===== src/rtl/wave_capture.sv =====
// wave_capture: triggers on a positive zero crossing, writes 256 offset-binary samples to the back half, then swaps halves when the display is idle
module wave_capture #(
   parameter int SAMPLE_WIDTH = 16
) (
   input  logic                    clk,
   input  logic                    reset,
   input  logic                    new_sample_ready,
   input  logic [SAMPLE_WIDTH-1:0] new_sample_in,
   input  logic                    wave_display_idle,
   output logic [8:0]              write_address,
   output logic                    write_enable,
   output logic [7:0]              write_sample,
   output logic                    read_index
);
   typedef enum logic [1:0] {ST_ARMED, ST_ACTIVE, ST_WAIT} state_t;
   state_t      state_q, state_d;
   logic [7:0]  count_q, count_d;
   logic        prev_msb_q, prev_msb_d;
   logic        read_index_q, read_index_d;
   logic        write_enable_q, write_enable_d;
   logic [8:0]  write_address_q, write_address_d;
   logic [7:0]  write_sample_q, write_sample_d;
   logic        msb, crossing, accept;
   // next-state: trigger detect, capture counting, write register staging, and half swap
   always_comb begin
      msb             = new_sample_in[SAMPLE_WIDTH-1];
      crossing        = new_sample_ready && prev_msb_q && !msb;
      accept          = (state_q == ST_ARMED && crossing) || (state_q == ST_ACTIVE && new_sample_ready);
      state_d         = state_q == ST_ARMED  ? (crossing ? ST_ACTIVE : ST_ARMED) :
                        state_q == ST_ACTIVE ? ((accept && count_q == 8'hFF) ? ST_WAIT : ST_ACTIVE) :
                        (wave_display_idle ? ST_ARMED : ST_WAIT);
      count_d         = accept ? count_q + 8'd1 : count_q;
      prev_msb_d      = new_sample_ready ? msb : prev_msb_q;
      read_index_d    = (state_q == ST_WAIT && wave_display_idle) ? ~read_index_q : read_index_q;
      write_enable_d  = accept;
      write_address_d = accept ? {~read_index_q, count_q} : write_address_q;
      write_sample_d  = accept ? {~msb, new_sample_in[SAMPLE_WIDTH-2 -: 7]} : write_sample_q;
   end
   // state registers with synchronous active-low clear
   always_ff @(posedge clk) begin
      if (!reset) begin
         state_q         <= ST_ARMED;
         count_q         <= '0;
         prev_msb_q      <= 1'b0;
         read_index_q    <= 1'b0;
         write_enable_q  <= 1'b0;
         write_address_q <= '0;
         write_sample_q  <= '0;
      end else begin
         state_q         <= state_d;
         count_q         <= count_d;
         prev_msb_q      <= prev_msb_d;
         read_index_q    <= read_index_d;
         write_enable_q  <= write_enable_d;
         write_address_q <= write_address_d;
         write_sample_q  <= write_sample_d;
      end
   end
   assign write_enable  = write_enable_q;
   assign write_address = write_address_q;
   assign write_sample  = write_sample_q;
   assign read_index    = read_index_q;
endmodule

===== config.mk =====
export PLATFORM = sky130hd
export DESIGN_NAME = wave_capture
export DESIGN_NICKNAME = d
export VERILOG_FILES = /design/src/rtl/wave_capture.sv
export SDC_FILE = /design/constraint.sdc
export NUM_CORES = 1
export LEC_CHECK = 0
export ABC_CLOCK_PERIOD_IN_PS = 2009
export CORE_MARGIN = 3
export CORE_UTILIZATION = 25
export CTS_BUF_LIST = sky130_fd_sc_hd__clkbuf_4 sky130_fd_sc_hd__clkbuf_8
export DETAILED_ROUTE_END_ITERATION = 10
export PLACE_DENSITY = 0.51
export RECOVER_POWER = 50
export REMOVE_ABC_BUFFERS = 1
export SLEW_MARGIN = 20
export SYNTH_ARGS = -nofsm -noshare
export SYNTH_HDL_FRONTEND = slang
export SYNTH_SLANG_ARGS = --single-unit

===== constraint.sdc =====
create_clock -name clk -period 2.01 [get_ports clk]
set_input_delay 0.3015 -clock clk [delete_from_list [all_inputs] [get_ports clk]]
set_output_delay 0.3015 -clock clk [all_outputs]
set_load 0.005 [all_outputs]

==> results.md <==
* Flop2flop setup slack at 490 ps
* Row cnt at 24
* Routed WL at 2.65 mm
* Synth Cell Area at 1220 um^2
* Starting DRT DRC Count at 46
* RSZ-0062 raised after global routing: no
* Die area at 5740 um^2
* Port buffer count at 30
* Main synth FF type: dfxtp_1
* Boundary pin count at 39
* Area growth syn-to-layout at 40.3%
* CP max stage cell: or4_1
* CTS buffer count at 5
* Simple logic cell fraction of the synthesized area at 23.3%
* Switching Fraction at 22.3%
* Setup Total Neg Slack at 0 ps
* Bufs and invs on worst path at 1
* Skew final at 6.35 ps
* Mux cell area share after synthesis at 0.822%
* Post-DRT Antenna Nets at 0
* Async SR Flop Fraction at 0%
* Slowest Stage Delay on Critical Path at 550 ps
* Reg2reg start: count_q[0]
* Slew HR at 81.3%
* Largest family of logic cells by synthesized area: simple AND/OR/NAND/NOR gates
* NumNets Final at 193
* Leak at 0.655 nW
* Hold path startpoint: write_address[4]
* Post-CTS setup buffer count at 0
* Seq pwr share at 53.5%
* Synth warn at 0
* Die Width at 75.8 um
* # clock sinks at 30
* Share of cells above drive strength 1 at 9.88%
* Clk_lat worst skew at 280 ps
* Status: complete, no violations
* Adder-cell share of the synthesized area at 1.03%
* P_sw at 0.254 mW
* Post-cts sizing count at 0
* Gate power share at 7.4%
* Xor and xnor area share after synthesis at 2.88%
* Largest net degree at the start of global routing at 32
* Tmin final at 1670 ps
* CTS max path bufs at 2
* Vias at 1012
* Core ar. at 4530 um^2
* FMAX at 599 MHz
* Sequential fraction of the synthesis area at 49.3%
* Power per standard cell area at 667 nW/um^2
* Synth Register Bits at 30
* Top cell type by total area after synthesis: dfxtp_1
* Critical Path Start Type: input port
* Post-synthesis compound-gate area fraction at 20.2%
* Total grt overflow at 0
* Final Wtd Congestion at 0.700
* Tot GR Track Use at 10.7%
* Critical Path, Cell by Cell: dlygate4sd3_1, and2b_1, o21ai_4, or4_1, nor3b_1
* Syn Inst Count at 134
* Crit path kind: input port to flop
* Distinct cells, synth at 27
* Hold_buf cts at 0
* Max_cap viols at 0
* Crit path max fanout at 6
* Hold-critical path depth at 2
* Critical Path Stages at 5
* Tightest Pin Transition at 280 ps
* Required time worst endpoint at 2180 ps
* Final Total Pwr at 1.14 mW
* Drt pass-1 iters at 4
* H-tree depth at 2
* Wirelength per Cell at 11.2 um
* Syn_area_per_cell at 9.09 um^2
* Dpl hpwl at 1.86 mm
* Clock slew at reported path FFs at 60 ps
* Initial core utilization at 26.8%
* Hold Path Sink: write_address[4]
* Worst r2r dst: state_q[0]
* Vias in the first global route at 1006
* Initial antenna violation count at 0
* Worst Reg-to-Reg Cells at 4
* Internal power at 0.885 mW
* Die Ht at 75.8 um
* Final period utilization at 83.1%
* Crit end category: flop
* TritonCTS clock tree: done
* Root buf cell: clkbuf_8
* Post-synth EDFFs at 0
* Maximum vdd drop at 363 uV
* Final hold vios at 0
* Global-route wire length before repair at 4.50 mm
* Vias per cell at 4.27
* Top cells by area, synth: dfxtp_1 49%, nand2_1 12%, a21boi_0 10%
* Post-route DRC at 0
* Post-synth top area share at 49.3%
* CP top delay family: simple AND/OR/NAND/NOR gates
* Ant. Diodes at 0
* # setup viols final at 0
* Final Max Slew Viols at 0
* Clock network power share at 39.1%
* Crit path arrival time at 1840 ps
* Worst Hold Class: flop to flop
state kept, by name, summed over array words and instances, names as in the netlist:
signal / cells
write_enable: 1
count_q: 8
write_address: 9
read_index: 1
write_sample: 8
prev_msb_q: 1
state_q: 2
logic make-up after synthesis:
kind of cell    after synthesis
mux                           1
fa+ha+maj                     1
compound gates               32
buf+inv                       7
xor+xnor                      4
flops                        30
simple gates                 59
tightest hold or removal path: stages (launching register included):
cell	delay, ps
dfxtp_1	300
nand2_1	40
a21boi_0	60
per-layer routing:
layer	routed length [um]	global-route usage (%)	part of all wire [%]	vias up
met5	0	0	0	-
met1	1250	12.5	47	453
met2	1210	16.5	46	24
li1	-	-	-	531
met4	49	5.24	1.9	0
met3	136	4.75	5.1	4
metrics by stage:
| step | instance area, um^2 | hold WS [ps] | util, % | instances | setup WS (ps) |
|---|---|---|---|---|---|
| after global placement | 1630 | 452 | 36.0 | 230 | 94.5 |
| after CTS | 1710 | 466 | 37.7 | 237 | 377 |
| after global routing | 1710 | 485 | 37.7 | 237 | 183 |
| after detailed placement | 1630 | 458 | 36.0 | 230 | 79.2 |
| final | 1710 | 456 | 37.7 | 237 | 340 |
| after floorplan | 1190 | 423 | - | 127 | 500 |
layout make-up:
type / instances / area, um^2
Sequential cell: 30 / 601
Fill cell: 453 / 2830
Tap cell: 65 / 81.3
Clock inverter: 2 / 10.0
Multi-Input combinational cell: 97 / 587
Clock buffer: 5 / 68.8
Timing Repair Buffer: 38 / 360
layout by cell type (no fill, tap or decap), types with 3 or more instances in the layout:
| cell type | instances |
|---|---|
| o211ai_1 | 3 |
| buf_4 | 8 |
| and2_1 | 3 |
| and2_0 | 3 |
| dfxtp_1 | 30 |
| nand2_1 | 38 |
| clkdlybuf4s50_1 | 12 |
| or4_1 | 3 |
| dlygate4sd3_1 | 18 |
| a21boi_0 | 17 |
| clkbuf_8 | 5 |
| o31ai_1 | 3 |
| xnor2_1 | 4 |
worst max path at each step:
stage,to,start
after floorplan,state_q[0],state_q[1]
after global placement,state_q[0],new_sample_in[15]
after detailed placement,state_q[0],new_sample_in[15]
after CTS,state_q[0],new_sample_in[15]
after global routing,write_address[3],new_sample_ready
final,state_q[0],new_sample_ready
cells in the mapped netlist, types with 2 or more instances:
master / instances
a21boi_0: 17
a21boi_1: 2
and2_1: 6
and2b_2: 2
buf_2: 2
clkbuf_1: 5
dfxtp_1: 30
nand2_1: 38
nand2b_1: 2
nand3_1: 2
nand3b_1: 2
o211a_1: 2
o211ai_1: 3
o31ai_1: 3
or4_1: 3
xnor2_1: 4
power groups by stage:
stage	logic, mW	clock network [mW]	registers (mW)
6_report	0.0842	0.446	0.609
5_1_grt	0.0934	0.496	0.610
4_1_cts	0.0880	0.466	0.609
3_5_place_dp	0.0875	0	0.622
3_3_place_gp	0.0858	0	0.622
2_1_floorplan	0.0288	0	0.622
No activity file was read; power rests on OpenSTA's default activity.
